[src/rtl/ram_fifo_ctrl.sv]
// ram_fifo_ctrl
//   Sequencing stage in front of a single-port synchronous RAM (registered q,
//   1-cycle read latency, read-old-data on write). Turns the RAM into a
//   streaming FIFO with valid/ready handshakes on both sides. Reads take
//   priority over writes on the shared address port. Words read from the RAM
//   land in a registered output stage.
//
// Ports
//   clk, rst_n        clock shared with the RAM, async active-low reset
//   in_valid/in_ready upstream handshake (in_ready is combinational and
//                     depends on out_ready)
//   in_data           upstream word
//   out_valid/out_ready/out_data  downstream handshake, registered data
//   level             words held: RAM + in-flight read + output register
//   ram_we/ram_addr/ram_d  RAM control (combinational), ram_d = in_data
//   ram_q             RAM read data, meaningful only the cycle after a read

module ram_fifo_ctrl #(
  parameter int unsigned DATA_WIDTH = 32,
  parameter int unsigned ADDR_WIDTH = 7
) (
  input  logic                  clk,
  input  logic                  rst_n,
  input  logic                  in_valid,
  output logic                  in_ready,
  input  logic [DATA_WIDTH-1:0] in_data,
  output logic                  out_valid,
  input  logic                  out_ready,
  output logic [DATA_WIDTH-1:0] out_data,
  output logic [ADDR_WIDTH:0]   level,
  output logic                  ram_we,
  output logic [ADDR_WIDTH-1:0] ram_addr,
  output logic [DATA_WIDTH-1:0] ram_d,
  input  logic [DATA_WIDTH-1:0] ram_q
);

  localparam logic [ADDR_WIDTH:0]   DEPTH   = {1'b1, {ADDR_WIDTH{1'b0}}};
  localparam logic [ADDR_WIDTH:0]   CNT_ONE = {{ADDR_WIDTH{1'b0}}, 1'b1};
  localparam logic [ADDR_WIDTH-1:0] PTR_ONE = {{(ADDR_WIDTH-1){1'b0}}, 1'b1};

  logic [ADDR_WIDTH-1:0] wr_ptr_q, wr_ptr_d;
  logic [ADDR_WIDTH-1:0] rd_ptr_q, rd_ptr_d;
  logic [ADDR_WIDTH:0]   mem_cnt_q, mem_cnt_d;
  logic                  rd_pend_q, rd_pend_d;
  logic                  out_valid_q, out_valid_d;
  logic [DATA_WIDTH-1:0] out_data_q, out_data_d;
  logic [ADDR_WIDTH:0]   level_q, level_d;

  logic rd_issue;
  logic wr_en;

  // A read is issued only when the output slot will be free by the time the
  // data returns; rd_pend blocks back-to-back reads so at most one word is in
  // flight. Gating with rst_n keeps the RAM port quiet while in reset.
  assign rd_issue = rst_n && (mem_cnt_q != '0) && !rd_pend_q
                    && (!out_valid_q || out_ready);
  assign in_ready = rst_n && (mem_cnt_q != DEPTH) && !rd_issue;
  assign wr_en    = in_valid && in_ready;

  assign ram_we   = wr_en;
  assign ram_addr = rd_issue ? rd_ptr_q : wr_ptr_q;
  assign ram_d    = in_data;

  assign out_valid = out_valid_q;
  assign out_data  = out_data_q;
  assign level     = level_q;

  // NOTE: every always_comb output gets a default first, so no path leaves a
  // signal unassigned and no latch is inferred; blocking '=' is used here.
  always_comb begin
    wr_ptr_d    = wr_ptr_q;
    rd_ptr_d    = rd_ptr_q;
    mem_cnt_d   = mem_cnt_q;
    rd_pend_d   = rd_issue;
    out_valid_d = out_valid_q;
    out_data_d  = out_data_q;

    if (wr_en) begin
      wr_ptr_d  = wr_ptr_q + PTR_ONE;
      mem_cnt_d = mem_cnt_d + CNT_ONE;
    end
    if (rd_issue) begin
      rd_ptr_d  = rd_ptr_q + PTR_ONE;
      mem_cnt_d = mem_cnt_d - CNT_ONE;
    end

    // The read was only issued if the slot is empty or being popped now, so
    // loading here never overwrites an unconsumed word. ram_q is ignored in
    // every other cycle, including the stale data seen during writes.
    if (rd_pend_q) begin
      out_data_d  = ram_q;
      out_valid_d = 1'b1;
    end else if (out_valid_q && out_ready) begin
      out_valid_d = 1'b0;
    end

    level_d = mem_cnt_d
            + {{ADDR_WIDTH{1'b0}}, rd_pend_d}
            + {{ADDR_WIDTH{1'b0}}, out_valid_d};
  end

  // NOTE: state registers use non-blocking '<=' so every flop samples the
  // pre-edge values. The RAM array itself is never cleared; the pointers and
  // count alone decide which entries are valid.
  always_ff @(posedge clk or negedge rst_n) begin
    if (!rst_n) begin
      wr_ptr_q    <= '0;
      rd_ptr_q    <= '0;
      mem_cnt_q   <= '0;
      rd_pend_q   <= 1'b0;
      out_valid_q <= 1'b0;
      out_data_q  <= '0;
      level_q     <= '0;
    end else begin
      wr_ptr_q    <= wr_ptr_d;
      rd_ptr_q    <= rd_ptr_d;
      mem_cnt_q   <= mem_cnt_d;
      rd_pend_q   <= rd_pend_d;
      out_valid_q <= out_valid_d;
      out_data_q  <= out_data_d;
      level_q     <= level_d;
    end
  end

endmodule

[config.mk]
export PLATFORM = sky130hd
export DESIGN_NAME = ram_fifo_ctrl
export DESIGN_NICKNAME = d
export VERILOG_FILES = /design/src/rtl/ram_fifo_ctrl.sv
export SDC_FILE = /design/constraint.sdc
export NUM_CORES = 1
export LEC_CHECK = 0
export BUFFER_PORTS_ARGS = -buffer_cell sky130_fd_sc_hd__buf_2
export CAP_MARGIN = 20
export CORE_MARGIN = 3
export CORE_UTILIZATION = 42
export CTS_BUF_LIST = sky130_fd_sc_hd__clkbuf_4 sky130_fd_sc_hd__clkbuf_8
export DETAILED_ROUTE_END_ITERATION = 10
export GPL_TIMING_DRIVEN = 1
export PLACE_DENSITY = 0.73
export SLEW_MARGIN = 20
export SYNTH_ARGS = -nofsm -noshare
export SYNTH_HDL_FRONTEND = slang
export SYNTH_SLANG_ARGS = --single-unit
[constraint.sdc]
create_clock -name clk -period 3.64 [get_ports clk]
set_input_delay 0 -clock clk [delete_from_list [all_inputs] [get_ports clk]]
set_output_delay 0 -clock clk [all_outputs]
set_load 0.05 [all_outputs]
Yosys cells after proc, flatten, opt, wreduce, memory -nomap -nowiden
Cells that the tools add are included.
W data, S select, Z words.
{"block": "word_totals", "ff_bits": 64, "in_bits": 68, "output_inout_bits": 82, "wordCells": 31}
{"block": "op_classes", "add_sub_neg": 6, "n_eq_ne": 1, "n_mux": 5, "n_reduce_logical": 12}
{"op": "$add A8 B1 Y8", "n": 2}
{"op": "$mux W8", "n": 2}
{"op": "$add A7 B1 Y7 const B", "n": 2}
{"op": "$add A8 B1 Y8 const B", "n": 1}
{"op": "$ne A8 B8 Y1 const B", "n": 1}
{"op": "$reduce_bool A8 Y1", "n": 1}
{"op": "$sub A8 B1 Y8 const B", "n": 1}
{"op": "$logic_and A1 B1 Y1", "n": 7}
{"op": "$mux W7", "n": 1}
{"op": "$logic_not A1 Y1", "n": 3}
{"op": "$mux W1", "n": 2}
{"op": "$logic_or A1 B1 Y1", "n": 1}

Longest topological paths before layout
Gate-level depths: netlist of the first run.
{"block": "logic_depth", "ltp_word": 12, "depth_mapped": 15, "depth_no_buf": 12}

Worst setup path after synthesis of the first run
OpenSTA, ideal clock, no wires.
{"block": "synth_path", "path_kind": "reg-to-reg", "from": "reg mem_cnt_q[0]", "to": "reg level_q[7], in the netlist level[7]", "setup_time_ns": 0.127, "arrival_ns": 3.321, "setup_slack_ns": 0.192, "stages_incl_launch_ff": 16, "n_path_buf": 3, "period_less_slack_ns": 3.448, "path_cell_list": "dfrtp_1 clkbuf_1 inv_1 ha_1 or4b_4 o211ai_2 and3b_1 buf_4 buf_6 mux2i_1 ha_1 a21boi_1 xnor2_1 and4b_4 nand4_2 xnor2_1"}
{"block": "synth_between", "elab_chain_len": 12, "word_cells_on_any_way": 15, "cone_classes": "add/sub: 4; eq/ne: 1; mux: 2; reduce/logical: 8"}
{"element": "start, declared", "line_no": "43", "rtl": "logic [ADDR_WIDTH:0] mem_cnt_q, mem_cnt_d;"}
{"element": "start signal, assigned", "line_no": "117", "rtl": "mem_cnt_q <= mem_cnt_d;"}
{"element": "$reduce_bool A8 Y1", "line_no": "55", "rtl": "assign rd_issue = rst_n && (mem_cnt_q != '0) && !rd_pend_q"}
{"element": "$logic_and A1 B1 Y1 (2 in a row)", "line_no": "55"}
{"element": "$logic_and A1 B1 Y1", "line_no": "56", "rtl": "&& (!out_valid_q || out_ready);"}
{"element": "$logic_not A1 Y1", "line_no": "57", "rtl": "assign in_ready = rst_n && (mem_cnt_q != DEPTH) && !rd_issue;"}
{"element": "$logic_and A1 B1 Y1 (*)", "line_no": "57"}
{"element": "$logic_and A1 B1 Y1 (*)", "line_no": "58", "rtl": "assign wr_en = in_valid && in_ready;"}
{"element": "net ram_we", "line_no": "31", "rtl": "output logic ram_we,"}
{"element": "$mux W8 (*)", "line_no": "78", "rtl": "if (wr_en) begin"}
{"element": "$sub A8 B1 Y8", "line_no": "84", "rtl": "mem_cnt_d = mem_cnt_d - CNT_ONE;"}
{"element": "$mux W8 (*)", "line_no": "82", "rtl": "if (rd_issue) begin"}
{"element": "net mem_cnt_d[2]", "line_no": "43"}
{"element": "$add A8 B1 Y8 (*)", "line_no": "98", "rtl": "+ {{ADDR_WIDTH{1'b0}}, rd_pend_d}"}
{"element": "$add A8 B1 Y8 (*)", "line_no": "99", "rtl": "+ {{ADDR_WIDTH{1'b0}}, out_valid_d};"}
{"element": "net level_d[7]", "line_no": "47", "rtl": "logic [ADDR_WIDTH:0] level_q, level_d;"}
{"element": "end signal, assigned", "line_no": "121", "rtl": "level_q <= level_d;"}
{"element": "end, declared", "line_no": "47"}
Mark *: on every way through the listed nets, which the timed path passes. The rest lies on a longest branch.
A chain may end at the register's enable or synchronous reset.

Final worst setup path of the first run
{"block": "layout_path", "from": "reg mem_cnt_q[1]", "to": "reg level_q[6], in the netlist level[6]"}
{"block": "layout_between", "elab_chain_len": 12, "word_cells_on_any_way": 15, "cone_classes": "add/sub: 4; eq/ne: 1; mux: 2; reduce/logical: 8"}
{"element": "branches (longest 9 deep; another with $add A8 B1 Y8)"}
{"element": "$mux W8 (*)", "line_no": "82"}
{"element": "net mem_cnt_d[1]", "line_no": "43"}
{"element": "$add A8 B1 Y8 (*)", "line_no": "98"}
{"element": "$add A8 B1 Y8 (*)", "line_no": "99"}
{"element": "net level_d[6]", "line_no": "47"}
Mark *: on every way through the listed nets, which the timed path passes.

==> metrics.md, run 1 <==
| Metric | Value |
|---|---|
| Run status | finished clean |
| CP max FO | 10 |
| Pin count of the biggest net entering global routing | 53 |
| Met2 wire length | approximately 3300 µm |
| Final setup vio count | 0 |
| Final min period | about 3.3 ns |
| Async set-or-reset flop fraction in the synthesized netlist | 100% |
| Prevailing post-synth register cell | dfrtp_1 |
| CTS Buffer Depth | 2 |
| Synth Instances | between 200 and 300 |
| Setup bufs post-CTS | 0 |
| CTS Sinks | 64 |
| Leakage | a little under 2 nW |
| DRT iter0 DRCs | slightly below 90 |
| Fin. max-slew vios | 0 |
| RSZ-0062 raised after global routing | false |
| CP max stage delay | between 0.4 and 0.5 ns |
| Final std cells w/o fill | around 470 |
| M1 WL | roughly 2800 µm |
| Slowest CP cell | dfrtp_1 |
| WHS | around 0.000018 ns |
| Metal3 WL | 542 µm |
| Most frequent cells in the layout | buf_2 (85), dfrtp_1 (64), nand2_1 (36), mux2_2 (33), dlygate4sd3_1 (33) |
| Final ANT Viol Nets | 0 |
| Worst IR Drop VDD | between 0.0005 and 0.0006 V |
| Clk pin slew, worst setup/hold paths | about 0.070 ns |
| First-pass GRT wire length | around 11000 µm |
| Setup TNS | 0 ns |
| Synthesis warning total | 0 |
| Total die area | approximately 0.0087 mm² |
| DR vias/cell | 4.85 |
| Nets | 443 |
| GRT Total Usage | approximately 16% |
| WL/cell | 14.6 µm |
| Clock root cell | clkbuf_8 |
| Number of synthesized flops with an enable pin | 0 |
| FMAX | between 300 and 400 MHz |
| Fin crit share | between 90% and 100% |
| Worst hold path class | in -> out |
| Die W | approximately 93 µm |
| DR vias | ~2300 |
| WP data required | ~3.9 ns |
| Synthesized Nets | approximately 350 |
| Sequential-to-total area share from yosys stat | roughly 50% |
| Clock Skew | slightly below 0.008 ns |
| Commonest non-fill, non-tap cell in the layout | buf_2 |
| Layout Utilization | 55.1% |
| CTS tree | built |
| DP Area | roughly 0.0035 mm² |
| # Max-Cap Violations | 0 |
| Die H | ~93 µm |
| Yosys cell types | between 40 and 50 |
| WP buf/inv | 1 |
| Vias in the first global route | 2374 |
| DP HPWL | ~4500 µm |
| DR top layer | met4 |
| Initial core utilization | a little over two fifths |
| Crit path DAT | about 3.5 ns |
| # IOs | 150 |
| Critical path class | reg -> reg |
| Aggregate routed wire length | ~6900 µm |
| Pwr dens | about 920 mW/mm² |
| Least-Margin Pin Slew | 0.609 ns |
| First-pass detailed-route iteration total | 4 |
| Type of origin of the critical path | register |
| Rel. slew slack | between 50 and 60% |
| DRC | 0 |
| H-tree depth | 3 |
| Cell count after placement | roughly 420 |
| Placer Congestion | roughly 0.87 |
| Crit-path cells | inv_1, ha_1, or4b_4, o211ai_2, and3b_2, xnor2_1, ha_1, mux2i_1, ha_1, and3_1, nand3_1, xnor2_1 |
| Clock latency at the later pin of the worst-skew pair | approximately 0.34 ns |
| Crit path max-delay family | simple AND/OR/NAND/NOR gates |
| Port bufs | between 80 and 90 |
| Ant diodes | 0 |
| Synthesized area per cell | roughly 12 µm² |
| GRT overflow | 0 |
| Final hold vios | 0 |
| Core area | 0.00733 mm² |
| Initial antenna violation count | 0 |
| Num rows | 31 |
| Setup crit end kind | register |
| Most common cell type on the critical path | ha_1 |
| Final Cell Area | about 0.0040 mm² |
| Layout cells sized above 1 | between 40% and 50% |
| Number of synthesized register bits | 64 |
| Layout area overhead | 25.8% |
| CTS buffer count | 9 |
| Synth Cell Area | about 0.0032 mm² |
[power by group]
group          total [mW]  switching (mW)  internal [mW]  leakage (nW)
sequential           1.21           0.211           1.00         0.771
combinational        1.92            1.31          0.612          1.05
clock               0.601           0.274          0.327         0.104
total                3.74            1.80           1.94          1.93
[per-stage QoR]
stage | total power [mW] | setup slack [ns]
2_1_floorplan | 2.76 | 0.192
3_3_place_gp | 3.09 | 0.435
3_5_place_dp | 3.11 | 0.282
4_1_cts | 3.76 | 0.260
5_1_grt | 3.96 | 0.0494
6_report | 3.74 | 0.312
[synth_stat cells, drive strengths merged (2+ instances only)]
| master | number | area (µm²) |
|---|---|---|
| and3 | 6 | 38.8 |
| nor3 | 2 | 15.0 |
| xor2 | 10 | 87.6 |
| mux2 | 33 | 372 |
| o22ai | 2 | 12.5 |
| ha | 6 | 75.1 |
| nand2 | 36 | 135 |
| xnor2 | 20 | 183 |
| nand3 | 6 | 35.0 |
| mux2i | 3 | 30.0 |
| buf | 38 | 283 |
| dfrtp | 64 | 1600 |
| nand4 | 8 | 56.3 |
| clkbuf | 6 | 22.5 |
| inv | 5 | 18.8 |
| nor2 | 8 | 30.0 |
| a21oi | 2 | 10.0 |
[flip-flops by register name, indices dropped and copies added (netlist names)]
name and count:
level 8, mem_cnt_q 8, out_data 32, out_valid 1, rd_pend_q 1, rd_ptr_q 7, wr_ptr_q 7
[cells by family after synthesis]
group	count (synthesis)	synth area share [%]
xor gates and xnor gates	30	8.42
AOI/OAI and AO/OA	13	3.51
muxes	36	12.5
buffers and inverters	49	10.1
and+or+nand+nor	79	13.2
DFF	64	49.9
adders and majority gates	6	2.34
[routing by layer]
metal	GRT usage, %	up-vias
met5	0	-
met4	8.06	0
met3	4.18	20
met2	27.8	95
met1	19.4	1083
li1	-	1094
[area by class of cell]
type | count | area, µm²
Clock buffer | 10 | 131
Clock inverter | 6 | 70.1
Fill cell | 602 | 3290
Inverter | 5 | 18.8
Multi-Input combinational cell | 164 | 1280
Sequential cell | 64 | 1600
Tap cell | 99 | 124
Timing Repair Buffer | 125 | 808
[path summary, 6_finish.rpt]
kind	start	to	slack (ns)	cells past startpoint
setup / recovery	mem_cnt_q[1]	level[6]	0.31	12
hold / removal	in_data[17]	ram_d[17]	0.00002	0
setup reg to reg	mem_cnt_q[1]	level[6]	0.31	12
hold reg to reg	wr_ptr_q[6]	wr_ptr_q[6]	0.48	1
max in group asynchronous	rst_n	rd_pend_q	2.52	3
min in group asynchronous	rst_n	mem_cnt_q[1]	0.16	2
[what timing repair did]
action,in CTS,in global routing
endpoints found under the hold margin,45,0
endpoints found under the setup margin,0,1
resized for setup,0,1
hold buffers,33,0
Power figures use the tool's default switching activity.
==> inputs of run 2 (changes only) <==
Settings changed: PLACE_DENSITY 0.73 to 0.85.
==> run 2 against run 1 <==
Wire length shrank 2.0%. Sequential cell count is the same. Clock power grew 2%. Critical path type unchanged.
==> metrics.md, run 2 (synthesis results as in run 1) <==
| Metric | Value |
|---|---|
| Fin. max-slew vios | 0 (unchanged) |
| DR vias | 2299 (+0.31%) |
| Setup crit end kind | register |
| Worst hold path class | in -> out |
| CTS tree | built |
| H-tree depth | 3 (unchanged) |
| R2R setup slack | 0.28 ns (-0.03 ns) |
| Pin count of the biggest net entering global routing | 44 (-17%) |
| Layout cells sized above 1 | 41.6% (+0.16 points) |
| Die W | 93.4 µm (unchanged) |
| # IOs | 150 (unchanged) |
| Leakage | 1.93 nW (about the same) |
| Worst Hold Launch | in_data[25] |
| Final hold vios | 0 (unchanged) |
| Worst IR Drop VDD | 0.000526 V (-12%) |
| GRT Total Usage | 16.3% (-0.17 points) |
| Hold Crit Depth | 0 (unchanged) |
| RSZ-0062 raised after global routing | false |
| Rel. slew slack | 64.4% (+5.0 points) |
| Final-layout fill cell count | 598 (-0.66%) |
| FF-to-FF path depth | 12 (unchanged) |
| Most frequent cells in the layout | buf_2 (85), dfrtp_1 (64), nand2_1 (36), mux2_2 (33), dlygate4sd3_1 (33) |
| Layout area overhead | 26.2% |
| Run status | finished clean |
| Vias in the first global route | 2353 (-0.88%) |
| CP max stage delay | 0.47 ns (about the same) |
| Initial core utilization | 43.8% (unchanged) |
| Slowest CP cell | dfrtp_1 |
| Ant diodes | 0 (unchanged) |
| Placer Congestion | 0.887 (+2.2%) |
| Cell count after placement | 425 (+0.24%) |
| Nets | 444 (+0.23%) |
| Die H | 93.4 µm (unchanged) |
| Critical path class | reg -> reg |
| FMAX | 298 MHz (-0.88%) |
| DP Area | 0.00351 mm² (+0.21%) |
| Setup TNS | 0 ns (unchanged) |
| Total die area | 0.00873 mm² (unchanged) |
| DRC | 0 (unchanged) |
| Final std cells w/o fill | 474 (+0.21%) |
| R2R Path Start | mem_cnt_q[1] |
| Final setup vio count | 0 (unchanged) |
| Initial antenna violation count | 0 (unchanged) |
| Clock root cell | clkbuf_8 |
| Port bufs | 85 (unchanged) |
| Most common cell type on the critical path | ha_1 |
| CTS Sinks | 64 (unchanged) |
| CP max FO | 10 (unchanged) |
| CTS buffer count | 9 (unchanged) |
| Aggregate routed wire length | 6750 µm (-2.0%) |
| Multi-input combinational cell area | 0.00128 mm² (unchanged) |
| Final Cell Area | 0.00405 mm² (+0.28%) |
| Commonest non-fill, non-tap cell in the layout | buf_2 |
| Type of origin of the critical path | register |
| Pwr dens | 926 mW/mm² (+0.10%) |
| Final ANT Viol Nets | 0 (unchanged) |
| # Max-Cap Violations | 0 (unchanged) |
| Crit path DAT | 3.56 ns (+0.02 ns) |
| Setup bufs post-CTS | 0 (unchanged) |
| Clock Skew | 0.0100 ns (+0.00231 ns) |
| Clock latency at the later pin of the worst-skew pair | 0.34 ns (about the same) |
| Crit-path cells | inv_1, ha_1, or4b_4, o211ai_2, and3b_2, mux2i_1, ha_1, mux2i_1, ha_1, and3_1, nand3_1, xnor2_1 |
| Fin crit share | 92.3% (+0.82 points) |
| DRT iter0 DRCs | 67 (-23%) |
| First-pass GRT wire length | 11100 µm (-0.98%) |
| First-pass detailed-route iteration total | 4 (unchanged) |
| Largest register FFs | 32 (unchanged) |
| DP HPWL | 4550 µm (+1.8%) |
| Least-Margin Pin Slew | 0.534 ns (-0.0757 ns) |
| WP data required | 3.85 ns (about the same) |
| Hold EP | ram_d[25] |
| GRT overflow | 0 (unchanged) |
| CTS Buffer Depth | 2 (unchanged) |
| R2R Path End | level[6] |
| WL/cell | 14.2 µm (-2.2%) |
| Num rows | 31 (unchanged) |
| DR vias/cell | 4.85 (about the same) |
| Reg area | 0.00160 mm² (unchanged) |
| Final min period | 3.36 ns (+0.0297 ns) |
| Clk pin slew, worst setup/hold paths | 0.07 ns (about the same) |
| Core area | 0.00733 mm² (unchanged) |
-- run 2: cell types whose count changed in the layout (fill, tap and decap cells not counted), sizes merged --
cell / before / now
buf: 92 / 93
clkinv: 5 / 2
clkinvlp: 0 / 2
inv: 5 / 6
-- run 2: how the worst max path moves through the flow --
| stage | start | to | slack (ns) | depth (start not counted) |
|---|---|---|---|---|
| 2_1_floorplan | mem_cnt_q[0] | level[7] | 0.19 | 15 |
| 3_3_place_gp | mem_cnt_q[1] | level[6] | 0.39 | 12 |
| 5_1_grt | mem_cnt_q[1] | level[6] | 0.02 | 12 |
| 6_report | mem_cnt_q[1] | level[6] | 0.28 | 12 |
| 3_5_place_dp | mem_cnt_q[1] | level[6] | 0.19 | 12 |
| 4_1_cts | mem_cnt_q[1] | level[6] | 0.17 | 12 |
-- run 2: area by class of cell --
type,instances,area share [%]
Clock inverter,6,1.67
Multi-Input combinational cell,164,31.7
Timing Repair Buffer,126,20.1
Tap cell,99,3.06
Sequential cell,64,39.5
Clock buffer,10,3.40
Inverter,5,0.463
-- run 2: routing by layer --
layer	track usage, %	share of wire (%)	vias to the layer above
met1	18.5	40	1095
met2	27.8	50	85
met4	6.96	2.3	0
met5	0	0	-
met3	5.55	6.8	22
li1	-	-	1097
-- run 2: power by group --
group	total [mW]	leakage, nW	switching (mW)	internal, mW
clock network	0.615	0.0989	0.278	0.337
logic	1.92	1.06	1.31	0.613
registers	1.22	0.771	0.215	1.00
total	3.75	1.93	1.80	1.95
-- run 2: critical path: cells and delay by family (launching register included) --
kind / cells / cell delay (ns)
AO/OA/AOI/OAI: 1 / 0.25
adder cells (fa/ha/maj): 3 / 0.66
flip-flops: 1 / 0.47
multiplexers: 2 / 0.49
XOR/XNOR: 1 / 0.16
AND/OR/NAND/NOR: 4 / 1.11
buffers and inverters: 1 / 0.09
-- run 2: what timing repair did --
item,CTS,global route
setup endpoints to repair,0,2
hold buffers,33,0
endpoints found under the hold margin,96,0
gates resized for setup,0,1
-- run 2: metrics by stage --
| step | hold WS [ns] | worst slack (ns) | util [%] | total power, mW |
|---|---|---|---|---|
| 2_1_floorplan | -0.296 | 0.192 | - | 2.76 |
| 3_3_place_gp | 0.000341 | 0.388 | 47.9 | 3.08 |
| 3_5_place_dp | 0.000341 | 0.191 | 47.9 | 3.11 |
| 4_1_cts | 0.000341 | 0.169 | 55.2 | 3.78 |
| 5_1_grt | 0.0000727 | 0.0225 | 55.2 | 3.99 |
| 6_report | 0.0000178 | 0.282 | 55.2 | 3.75 |
